==> src/rtl/uart_pkg.sv <==
// Shared types and constants for the oversampling UART receiver.
// Holds the FSM state encoding, default geometry, and the stop-decision offset helper.
// The helper is also used by the bench to predict when a frame completes.
package uart_pkg;

    typedef enum logic [2:0] {
        IDLE   = 3'd0,
        START  = 3'd1,
        DATA   = 3'd2,
        PARITY = 3'd3,
        STOP   = 3'd4
    } state_t;

    localparam int OVERSAMPLE_DEF = 16;
    localparam int DATA_BITS_DEF  = 8;

    // Edges from the IDLE detect edge (t0) to the stop-bit decision edge.
    function automatic int stop_offset(input int os, input int data_bits, input int parity_bits);
        return 1 + (1 + data_bits + parity_bits) * os + os / 2 + 1;
    endfunction

endpackage

==> src/rtl/uart_rx_sampler.sv <==
// Line front end: 2-flop synchronizer, edge flop, and 3-sample mid-bit majority voter.
// Latency: line seen 2 cycles late; vote is valid combinationally while cnt == M+1.
// Backpressure: none, free-running on every baud_clk edge.
// Ports: uart_rx (async line), cnt (sample counter from the FSM);
//        rxs (synced line), fall_det (rxs_d=1 and rxs=0), vote (majority of rxs at M-1, M, M+1).
module uart_rx_sampler #(
    parameter int OVERSAMPLE = 16,
    parameter int CW         = $clog2(OVERSAMPLE)
) (
    input  logic          baud_clk,
    input  logic          rst_n,
    input  logic          uart_rx,
    input  logic [CW-1:0] cnt,
    output logic          rxs,
    output logic          fall_det,
    output logic          vote
);
    localparam int M = OVERSAMPLE / 2;

    logic meta;
    logic rxs_d;
    logic smp_a;
    logic smp_b;

    // Everything resets to the idle level so a line low at release reads as one falling edge.
    always_ff @(posedge baud_clk or negedge rst_n) begin
        if (!rst_n) begin
            meta  <= 1'b1;
            rxs   <= 1'b1;
            rxs_d <= 1'b1;
            smp_a <= 1'b1;
            smp_b <= 1'b1;
        end else begin
            meta  <= uart_rx;
            rxs   <= meta;
            rxs_d <= rxs;
            if (cnt == CW'(M - 1)) smp_a <= rxs;
            if (cnt == CW'(M))     smp_b <= rxs;
        end
    end

    assign fall_det = rxs_d & ~rxs;
    // Third sample is the live rxs on the cnt == M+1 edge.
    assign vote     = (smp_a & smp_b) | (smp_a & rxs) | (smp_b & rxs);

endmodule

==> src/rtl/uart_rx_oversample.sv <==
// 8N1 (optionally 8E1/8O1) serial receiver oversampling uart_rx, delivering bytes via a one-entry holding register.
// Latency: byte/errors visible after t0 + stop_offset(OVERSAMPLE, DATA_BITS, P) edges (154 by default).
// Backpressure: rx_valid/rx_ready; a good frame arriving while rx_valid is held drops the byte and pulses overrun_err.
// Ports: baud_clk, rst_n (async active-low), uart_rx (serial in), rx_data/rx_valid/rx_ready (holding register),
//        rx_busy (not IDLE), frame_err/overrun_err/parity_err (one-cycle pulses).
// Build option: define UART_RX_PARITY_EN to add a parity bit; otherwise parity_err is tied to 0.
module uart_rx_oversample
    import uart_pkg::*;
#(
    parameter int OVERSAMPLE = OVERSAMPLE_DEF,
    parameter int DATA_BITS  = DATA_BITS_DEF
`ifdef UART_RX_PARITY_EN
    ,
    parameter bit PARITY_ODD = 1'b0
`endif
) (
    input  logic                 baud_clk,
    input  logic                 rst_n,
    input  logic                 uart_rx,
    output logic [DATA_BITS-1:0] rx_data,
    output logic                 rx_valid,
    input  logic                 rx_ready,
    output logic                 rx_busy,
    output logic                 frame_err,
    output logic                 overrun_err,
    output logic                 parity_err
);
    localparam int M  = OVERSAMPLE / 2;
    localparam int CW = $clog2(OVERSAMPLE);
    localparam int BW = (DATA_BITS > 1) ? $clog2(DATA_BITS) : 1;

    state_t                state;
    logic [CW-1:0]         cnt;
    logic [BW-1:0]         bit_idx;
    logic [DATA_BITS-1:0]  shreg;
    logic                  fall_det;
    logic                  vote;
    logic                  mid;
    logic                  last;
`ifdef UART_RX_PARITY_EN
    logic                  par_bit;
`endif

    uart_rx_sampler #(
        .OVERSAMPLE (OVERSAMPLE),
        .CW         (CW)
    ) u_sampler (
        .baud_clk (baud_clk),
        .rst_n    (rst_n),
        .uart_rx  (uart_rx),
        .cnt      (cnt),
        .rxs      (),
        .fall_det (fall_det),
        .vote     (vote)
    );

    assign mid     = (cnt == CW'(M + 1));
    assign last    = (cnt == CW'(OVERSAMPLE - 1));
    assign rx_busy = (state != IDLE);

    always_ff @(posedge baud_clk or negedge rst_n) begin
        if (!rst_n) begin
            state       <= IDLE;
            cnt         <= '0;
            bit_idx     <= '0;
            shreg       <= '0;
            rx_data     <= '0;
            rx_valid    <= 1'b0;
            frame_err   <= 1'b0;
            overrun_err <= 1'b0;
            parity_err  <= 1'b0;
`ifdef UART_RX_PARITY_EN
            par_bit     <= 1'b0;
`endif
        end else begin
            frame_err   <= 1'b0;
            overrun_err <= 1'b0;
            parity_err  <= 1'b0;
            // A load in STOP below overrides this clear on the same edge.
            if (rx_valid && rx_ready) rx_valid <= 1'b0;
            cnt <= last ? '0 : cnt + 1'b1;

            case (state)
                IDLE: begin
                    if (fall_det) begin
                        state <= START;
                        cnt   <= '0;
                    end
                end
                START: begin
                    if (mid && vote) begin
                        state <= IDLE;               // glitch: start bit did not hold to mid-bit
                    end else if (last) begin
                        state   <= DATA;
                        bit_idx <= '0;
                    end
                end
                DATA: begin
                    if (mid) shreg <= {vote, shreg[DATA_BITS-1:1]};
                    if (last) begin
                        if (bit_idx == BW'(DATA_BITS - 1)) begin
`ifdef UART_RX_PARITY_EN
                            state <= PARITY;
`else
                            state <= STOP;
`endif
                        end else begin
                            bit_idx <= bit_idx + 1'b1;
                        end
                    end
                end
`ifdef UART_RX_PARITY_EN
                PARITY: begin
                    if (mid)  par_bit <= vote;
                    if (last) state   <= STOP;
                end
`endif
                STOP: begin
                    // Decide at mid stop bit and leave at once so a back-to-back start edge is caught.
                    if (mid) begin
                        state <= IDLE;
                        if (!vote) begin
                            frame_err <= 1'b1;
                        end else begin
                            if (!rx_valid || rx_ready) begin
                                rx_data  <= shreg;
                                rx_valid <= 1'b1;
                            end else begin
                                overrun_err <= 1'b1;
                            end
`ifdef UART_RX_PARITY_EN
                            parity_err <= (par_bit != (^shreg ^ PARITY_ODD));
`endif
                        end
                    end
                end
                default: state <= IDLE;
            endcase
        end
    end

endmodule

==> config.mk <==
export PLATFORM = sky130hd
export DESIGN_NAME = uart_rx_oversample
export DESIGN_NICKNAME = d
export VERILOG_FILES = /design/src/rtl/uart_pkg.sv /design/src/rtl/uart_rx_sampler.sv /design/src/rtl/uart_rx_oversample.sv
export SDC_FILE = /design/constraint.sdc
export NUM_CORES = 1
export LEC_CHECK = 0
export CAP_MARGIN = 0
export CORE_MARGIN = 2
export CORE_UTILIZATION = 50
export DETAILED_ROUTE_END_ITERATION = 8
export DONT_BUFFER_PORTS = 1
export HOLD_SLACK_MARGIN = 0.06
export MAX_ROUTING_LAYER = met4
export PLACE_DENSITY_LB_ADDON = 0.08
export SYNTH_ARGS = -nofsm -noshare
export SYNTH_HDL_FRONTEND = slang
export SYNTH_SLANG_ARGS = --single-unit
==> constraint.sdc <==
create_clock -name baud_clk -period 2.6 [get_ports baud_clk]
set_clock_uncertainty 0.1 [all_clocks]
set_input_delay 0.65 -clock baud_clk [delete_from_list [all_inputs] [get_ports baud_clk]]
set_output_delay 0.65 -clock baud_clk [all_outputs]
set_load 0.1 [all_outputs]
### After elaboration in Yosys (flattened, before gate mapping)

Cells that the tools add are included.

| storage, ports and cells | value |
|---|---|
| flip-flop bits (word level) | 34 |
| input bits | 4 |
| output and inout port bits | 13 |
| word-level logic and storage cells | 76 |

| cells by class | value |
|---|---|
| $add $sub $neg | 2 |
| eq/ne operators | 16 |
| muxes and demuxes | 27 |
| bitwise gates (word level) | 7 |
| reduce and logical (&&, ||, !) cells | 11 |

Operator list:

| kind | count |
|---|---|
| two-way mux 3 bit | 10 |
| inequality test 2 bit (second input constant) | 7 |
| == test 4 bit (second input constant) | 3 |
| two-way mux 1 bit | 12 |
| two-way mux 4 bit | 3 |
| one-hot mux 3 bit (4 select lines) | 1 |
| AND reduction 5 bit | 2 |
| == test 3 bit (second input constant) | 2 |
| one-hot mux 3 bit (2 select lines) | 1 |
| adder 4 x 1 -> 4 bit (second input constant) | 1 |
| bitwise AND 1 bit | 4 |
| == test 4 x 3 -> 1 bit (second input constant) | 1 |
| AND reduction 4 bit | 1 |
| adder 3 x 1 -> 3 bit (second input constant) | 1 |
| == test 3 x 1 -> 1 bit (second input constant) | 1 |
| == test 3 x 2 -> 1 bit (second input constant) | 1 |
| zero test 3 bit | 1 |
| inequality test 3 bit (second input constant) | 1 |
| nonzero test 3 bit | 1 |
| logical AND 1 bit | 2 |
| OR 1 bit | 2 |
| AND reduction 2 bit | 1 |
| nonzero test 2 bit | 1 |
| zero test 1 bit | 1 |
| 2 further kinds | 2 |

### Depth between registers and ports, before layout

Gate-level depths: netlist of run 1.

| logic depth | value |
|---|---|
| depth after elaboration | 6 |
| gate-level depth with buffers | 7 |
| mapped depth without buffers | 5 |

### By module

A second synthesis of run 1 with hierarchy kept.

| unflattened totals | value |
|---|---|
| cells, all modules | 104 |
| area, all modules | 1435.1 um2 |

Modules (own cells, without submodules):

| module | instances | cells an instance | area each (um2) | sequential area each (um2) |
|---|---|---|---|---|
| uart_rx_oversample | 1 | 93 | 1241.2 | 725.7 |
| uart_rx_sampler | 1 | 11 | 193.9 | 131.4 |

### Least setup slack after synthesis of run 1

No wires, ideal clock.

| path | value |
|---|---|
| path type | register to register |
| start | register state[1] |
| end | register cnt[3] |
| setup time | 142 ps |
| data arrival time | 1801 ps |
| required time | 2358 ps |
| setup slack | 557 ps |
| stages on the path, launching flop included | 4 |
| clock period less this slack | 2043 ps |
| cells stage by stage | dfrtp_1 > or3_1 > nor3b_1 > nor3_1 |

| between the ends | value |
|---|---|
| longest elaborated chain between the ends | 2 |

RTL lines:

| what | RTL line | source |
|---|---|---|
| from (decl) | uart_rx_oversample.sv:32 | `state_t state;` |
| from (signal assigned) | uart_rx_oversample.sv:63 | `state <= IDLE;` |
| from (signal assigned) | uart_rx_oversample.sv:86 | `state <= START;` |
| from (signal assigned) | uart_rx_oversample.sv:92 | `state <= IDLE;` |
| zero test 3 bit | uart_rx_oversample.sv:83 | `case (state)` |
| two-way mux 4 bit | uart_rx_oversample.sv:83 |  |
| to (signal assigned) | uart_rx_oversample.sv:81 | `cnt <= last ? '0 : cnt + 1'b1;` |
| to (decl) | uart_rx_oversample.sv:33 | `logic [CW-1:0] cnt;` |

Every way passes these cells.
A chain may end at the register's enable or synchronous reset.

### Worst setup path in the final report of run 1

| path | value |
|---|---|
| start | register state[0] |
| end | output rx_busy |

| between the ends | value |
|---|---|
| longest elaborated chain between the ends | 1 |

RTL lines:

| what | RTL line | source |
|---|---|---|
| nonzero test 3 bit | uart_rx_oversample.sv:59 | `assign rx_busy = (state != IDLE);` |
| to (decl) | uart_rx_oversample.sv:23 | `output logic rx_busy,` |

Every way passes these cells.

==> results of run 1 <==
-- sequential cells by signal, indices dropped and copies added (netlist names) --
name,flops
bit_idx,3
cnt,4
frame_err,1
overrun_err,1
rx_data,8
rx_valid,1
shreg,8
state,3
u_sampler.meta,1
u_sampler.rxs,1
u_sampler.rxs_d,1
u_sampler.smp_a,1
u_sampler.smp_b,1
-- stage by stage --
stage | instances | util
floorplan | 110 | -
global placement | 140 | 0.545
detailed placement | 140 | 0.545
CTS | 150 | 0.595
global route | 150 | 0.595
finish | 150 | 0.595
-- cells by family after synthesis --
group,after synthesis,synth area share
AO/OA/AOI/OAI,10,0.0503
adder cells (fa/ha/maj),6,0.0486
other,1,0.00251
flip-flops,34,0.574
AND/OR/NAND/NOR,31,0.127
multiplexers,18,0.156
XOR/XNOR,2,0.0117
buffers and inverters,8,0.0301
-- area by class of cell --
| cell class | instances | area [µm²] |
|---|---|---|
| timing repair buffer | 6 | 60.1 |
| clock buffer | 6 | 51.3 |
| clock inverter | 2 | 60.1 |
| inverter | 3 | 11.3 |
| multi-input combinational | 68 | 592 |
| sequential | 34 | 857 |
| tap | 31 | 38.8 |
| fill | 238 | 1130 |
-- final timing paths --
check                                         start                         to  cells after the start
setup reg to reg                   cnt[1]$_DFF_PN0_       shreg[7]$_DFFE_PN0P_                      5
hold / removal                              uart_rx   u_sampler.meta$_DFF_PN1_                      0
hold reg to reg            u_sampler.meta$_DFF_PN1_    u_sampler.rxs$_DFF_PN1_                      0
min in group asynchronous                     rst_n     bit_idx[1]$_DFFE_PN0P_                      2
setup / recovery               state[0]$_DFFE_PN0P_                    rx_busy                      2
max in group asynchronous                     rst_n  u_sampler.rxs_d$_DFF_PN1_                      2
-- layout by cell type (no fill, tap or decap), types with 2 or more instances in the layout --
cell type	n
bufinv_16	2
mux2_4	8
nor3_1	2
nand3_1	3
nor3b_1	2
mux2_2	10
buf_4	4
a211o_1	2
dfrtp_1	29
ha_1	5
a21oi_1	2
a32oi_1	2
clkbuf_4	5
dfstp_2	5
nor2b_1	2
and3_1	2
inv_1	3
o2bb2ai_1	2
nand2_1	4
nor2_1	5
and4b_1	2
-- layer usage --
| layer | up-vias | GRT usage |
|---|---|---|
| met5 | - | - |
| met4 | 0 | 0.0487 |
| met3 | 2 | 0.0725 |
| met2 | 16 | 0.241 |
| met1 | 448 | 0.226 |
| li1 | 407 | - |
-- synth_stat cells --
master and n:
nand2b_1 1, dfstp_2 5, a211o_1 2, a21o_1 1, nor2b_1 2, inv_1 3, o21ai_0 1, xnor2_1 1
or3_1 1, nor4b_1 1, nand4_1 1, mux2_2 10, nor3_1 2, nor2_1 5, or3b_2 1, maj3_1 1
conb_1 1, or4b_1 1, a32oi_1 2, clkbuf_1 2, nand4b_1 1, nor3b_1 2, nand3_1 3, and3_1 2
buf_6 1, o2bb2ai_1 2, buf_4 2, ha_1 5, nand3b_1 1, mux2_4 8, xor2_1 1, a21oi_1 2
and4b_1 2, and3b_1 1, nand2_1 4, dfrtp_1 29
-- repair_timing --
action                                  CTS  global route
hold endpoints to repair                 34             0
buffers inserted                          0             0
endpoints found under the setup margin    0             0
hold buffers                              2             0
-- power breakdown --
group / total [mW] / switching [mW] / leakage [nW] / internal [mW]
Clock: 0.502 / 0.176 / 0.0585 / 0.326
Sequential: 0.685 / 0.0797 / 0.447 / 0.606
Combinational: 0.300 / 0.179 / 0.332 / 0.120
Total: 1.49 / 0.435 / 0.838 / 1.05
-- worst max-delay path, stage by stage (launching register included) --
cell and delay [ns]:
dfrtp_1 0.51, or3_1 0.46, buf_4 0.26
==> impl_results.md, run 1 <==
* Met3 WL at 93 µm
* Final Hold Viols at 0
* CTS root buf: clkbuf_4
* Placed cell area at 1530 µm²
* H-tree depth at 2
* Status: finished, violations left
* Fin worst setup slack at 0.299 ns
* Top Layer Used: met4
* I/O pin cnt at 17
* Largest net degree at the start of global routing at 35
* R2r setup slk at 0.41 ns
* DR WL met2 at 1150 µm
* Hold WC Path Type: in2reg
* Worst IR Drop VDD at 0.000579 V
* Worst-path fanout max at 12
* Starting Density at 0.533
* Critical Path AT at 1.55 ns
* Slew margin rel. at 0.399
* CP startpoint kind: register
* Vias in the first global route at 888
* Cell count after synthesis at 110
* Setup violations, final at 0
* Critical Path RT at 1.85 ns
* Initial drt markers at 14
* Net count after synthesis at 119
* Post-Route M1 WL at 1150 µm
* I/O Buffers at 0
* DRT Wirelength at 2400 µm
* DR vias at 873
* Least-Margin Pin Slew at 0.902 ns
* Site Rows at 19
* Share of the synthesized area in the top cell type at 0.486
* First-pass GRT wire length at 4180 µm
* Worst setup EP type: output port
* Post-route cell area at 1670 µm²
* Drt via density at 5.82
* Area delta synth->final at 11.8%
* PnR Total Power at 1.49 mW
* Final worst path period share at 0.885
* Leak pwr at 0.838 nW
* Failing checks: DRC
* Routed Antenna Nets at 0
* RSZ-0062 raised after global routing: false
* Gp weighted congestion at 0.763
* Die area at 3440 µm²
* Num CTS Buffers at 5
* Core area at 2810 µm²
* Max clock buf depth at 2
* Hold slack at 0.205 ns
* Final Max Tran Viols at 0
* Max-Cap Viols at 0
* Place WS at 0.408 ns
* Die height at 58.7 µm
* Layout cell share with drive strength beyond 1 at 0.311
* DRT Pass-1 Iters at 6
* Synth area leaders: dfrtp_1 (49%), dfstp_2 (8.8%), mux2_4 (8.0%), mux2_2 (7.5%), ha_1 (4.2%)
* Global Route Usage Sum at 0.170
* Worst-skew pair later-pin latency at 0.33 ns
* P per Cell Area at 890 nW/µm²
* Mapped Avg Cell Area at 13.6 µm²
* Critical path class: reg2out
* Grt total ovfl at 0
* Setup Total Neg Slack at 0 ns
* Antenna diodes at 0
* CTS tree: built
* Min cycle time layout at 2.30 ns
* Die X at 58.7 µm
* Seq/Total Area, Yosys at 0.574
* Flops & latches, synth at 34
* Initial antenna violation count at 0
* Routed length per instance at 16.0 µm
* Hpwl dp at 1600 µm
* Number of remaining DRC errors at 1
* Post-Syn Area at 1490 µm²
* Final nets at 127
* Dominant cell type by area after synthesis: dfrtp_1
* Synth warn at 0
* Clock Pin Slew Worst Setup and Hold Paths at 0.11 ns
* Max Clk Rate at 435 MHz
* Clock Sinks at 34
* Post-cts resize count at 0
* Netlist cell types at 36
(Power assumes the default switching activity.)
==> inputs of run 2 (changes only) <==
--- a/config.mk
+++ b/config.mk
@@ -8,11 +8,13 @@
 export CAP_MARGIN = 0
 export CORE_MARGIN = 2
 export CORE_UTILIZATION = 50
+export CTS_CLUSTER_SIZE = 8
 export DETAILED_ROUTE_END_ITERATION = 8
 export DONT_BUFFER_PORTS = 1
 export HOLD_SLACK_MARGIN = 0.06
 export MAX_ROUTING_LAYER = met4
 export PLACE_DENSITY_LB_ADDON = 0.08
+export SLEW_MARGIN = 20
 export SYNTH_ARGS = -nofsm -noshare
 export SYNTH_HDL_FRONTEND = slang
 export SYNTH_SLANG_ARGS = --single-unit
==> results of run 2 <==
The final DEF is identical to that of run 1; final timing and power are the same.
==> inputs of run 3 (changes only) <==
--- a/config.mk
+++ b/config.mk
@@ -7,10 +7,11 @@
 export LEC_CHECK = 0
 export CAP_MARGIN = 0
 export CORE_MARGIN = 2
-export CORE_UTILIZATION = 50
+export CORE_UTILIZATION = 40
 export CTS_CLUSTER_SIZE = 8
 export DETAILED_ROUTE_END_ITERATION = 8
 export DONT_BUFFER_PORTS = 1
+export GPL_TIMING_DRIVEN = 0
 export HOLD_SLACK_MARGIN = 0.06
 export MAX_ROUTING_LAYER = met4
 export PLACE_DENSITY_LB_ADDON = 0.08
==> impl_results.md, run 3 (synthesized netlist as in run 1, its figures left out) <==
* Status: completed (was finished, violations left)
* Post-route cell area at 1660 µm² (was 1670 µm²)
* Final Max Tran Viols at 0 (unchanged)
* Final Hold Viols at 0 (unchanged)
* Inst Count DP at 158 (was 140)
* Routed length per instance at 14.8 µm (was 16.0 µm)
* Leak pwr at 0.818 nW (was 0.838 nW)
* Vias in the first global route at 902 (was 888)
* Initial drt markers at 33 (was 14)
* DRT Pass-1 Iters at 4 (was 6)
* Worst IR Drop VDD at 0.000415 V (was 0.000579 V)
* Starting Density at 0.411 (was 0.533)
* Placed cell area at 1550 µm² (was 1530 µm²)
* Worst-skew pair later-pin latency at 0.28 ns (was 0.33 ns)
* Bufs and invs on worst path at 0 (was 1)
* Num CTS Buffers at 5 (unchanged)
* Setup bufs post-CTS at 0 (unchanged)
* Critical path class: reg2out (unchanged)
* Global Route Usage Sum at 0.138 (was 0.170)
* Site Rows at 22 (was 19)
* Clock Sinks at 34 (unchanged)
* Most frequent cells in the layout: dfrtp_1 (29), mux2_2 (10), mux2_4 (8) (unchanged)
* Cell family with most CP delay: simple AND/OR/NAND/NOR gates (was flip-flops)
* DRT Wirelength at 2470 µm (was 2400 µm)
* Worst-path fanout max at 9 (was 12)
* Core area at 3630 µm² (was 2810 µm²)
* Final worst path period share at 0.885 (about the same)
* Drt via density at 5.18 (was 5.82)
* Antenna diodes at 0 (unchanged)
* Largest net degree at the start of global routing at 30 (was 35)
* Die height at 65.1 µm (was 58.7 µm)
* Worst path cell trace: or3_1 (was or3_1 > buf_4)
* Crit path largest cell delay at 0.80 ns (was 0.51 ns)
* Setup violations, final at 0 (unchanged)
* Initial antenna violation count at 0 (unchanged)
* Hold WC Path Type: in2async (was in2reg)
* Max Clk Rate at 435 MHz (about the same)
* Routed Antenna Nets at 0 (unchanged)
* Final Util at 0.456 (was 0.595)
* Slew margin rel. at 0.349 (was 0.399)
* CTS tree: built (unchanged)
* I/O Buffers at 0 (unchanged)
* Leading cell type in the layout, fill and taps excluded: dfrtp_1 (unchanged)
* RSZ-0062 raised after global routing: false (unchanged)
* Gp weighted congestion at 0.734 (was 0.763)
* I/O pin cnt at 17 (unchanged)
* Top Registers: rx_data x8, shreg x8, cnt x4 (unchanged)
* CP startpoint kind: register (unchanged)
* Die X at 65.1 µm (was 58.7 µm)
* First-pass GRT wire length at 4200 µm (was 4180 µm)
* Die area at 4240 µm² (was 3440 µm²)
* Hpwl dp at 1670 µm (was 1600 µm)
* P per Cell Area at 815 nW/µm² (was 890 nW/µm²)
* # fillers at 343 (was 238)
* Min cycle time layout at 2.30 ns (about the same)
* H-tree depth at 2 (unchanged)
* Max clock buf depth at 2 (unchanged)
* Area delta synth->final at 10.9% (was 11.8%)
* Final nets at 127 (unchanged)
* Setup Total Neg Slack at 0 ns (unchanged)
* Post-cts resize count at 0 (unchanged)
* Number of remaining DRC errors at 0 (was 1)
* Max-Cap Viols at 0 (unchanged)
* Worst setup EP type: output port (unchanged)
* Critical Path RT at 1.85 ns (about the same)
* Least-Margin Pin Slew at 0.976 ns (was 0.902 ns)
* Grt total ovfl at 0 (unchanged)
* PnR Total Power at 1.35 mW (was 1.49 mW)
* CTS root buf: clkbuf_8 (was clkbuf_4)
* Critical Path Slowest Stage Cell: or3_1 (was dfrtp_1)
* Final std cells w/o fill at 167 (was 150)
* Clock Pin Slew Worst Setup and Hold Paths at 0.07 ns (was 0.11 ns)
* Layout cell share with drive strength beyond 1 at 0.294 (was 0.311)
* DR vias at 865 (was 873)
* Critical Path AT at 1.55 ns (about the same)
## run 3: cell count changes in the layout (fill, tap and decap cells not counted)
cell | before | now
clkbuf_1 | 0 | 3
bufinv_16 | 2 | 0
clkinv_2 | 0 | 2
dlygate4sd3_1 | 1 | 0
clkbuf_8 | 1 | 5
buf_4 | 4 | 2
buf_6 | 0 | 1
clkbuf_4 | 5 | 0
## run 3: through the flow
| step | setup WS [ns] | hold slack [ns] |
|---|---|---|
| final | 0.299 | 0.0817 |
| after global routing | 0.143 | 0.0801 |
| after CTS | 0.281 | 0.0832 |
| after detailed placement | 0.297 | 0.248 |
| after global placement | 0.277 | 0.246 |
| after floorplan | 0.557 | 0.245 |
## run 3: cell type report
class | count | area (µm²) | area share
Timing Repair Buffer | 1 | 20.0 | 0.0121
Sequential cell | 34 | 857 | 0.517
Clock buffer | 6 | 72.6 | 0.0438
Tap cell | 48 | 60.1 | 0.0363
Buffer | 5 | 33.8 | 0.0204
Inverter | 3 | 11.3 | 0.00680
Clock inverter | 2 | 10.0 | 0.00604
Multi-Input combinational cell | 68 | 592 | 0.357
## run 3: what timing repair did
item | in CTS | in global routing
hold buffers | 1 | 0
setup endpoints to repair | 0 | 0
hold endpoints to repair | 29 | 0
## run 3: path summary, 6_finish.rpt
kind	startpoint	endpoint	cells after the start	slack [ns]
max in group asynchronous	rst_n	shreg[0]$_DFFE_PN0P_	1	2.15
worst max register to register	state[1]$_DFFE_PN0P_	cnt[2]$_DFF_PN0_	3	0.31
worst min register to register	u_sampler.meta$_DFF_PN1_	u_sampler.rxs$_DFF_PN1_	0	0.26
min in group baud_clk	u_sampler.meta$_DFF_PN1_	u_sampler.rxs$_DFF_PN1_	0	0.26
worst max-delay path	state[1]$_DFFE_PN0P_	rx_busy	1	0.30
worst min-delay path	rst_n	shreg[1]$_DFFE_PN0P_	1	0.08
## run 3: routing by layer
metal,track usage,share of wire
met2,0.211,0.49
met1,0.168,0.45
met3,0.0411,0.047
met4,0.0703,0.012
met5,-,0
## run 3: report_power, final
part / leakage (nW) / internal, mW / switching [mW]
Clock: 0.0450 / 0.185 / 0.181
Combinational: 0.326 / 0.117 / 0.197
Sequential: 0.447 / 0.606 / 0.0626
Total: 0.818 / 0.909 / 0.441
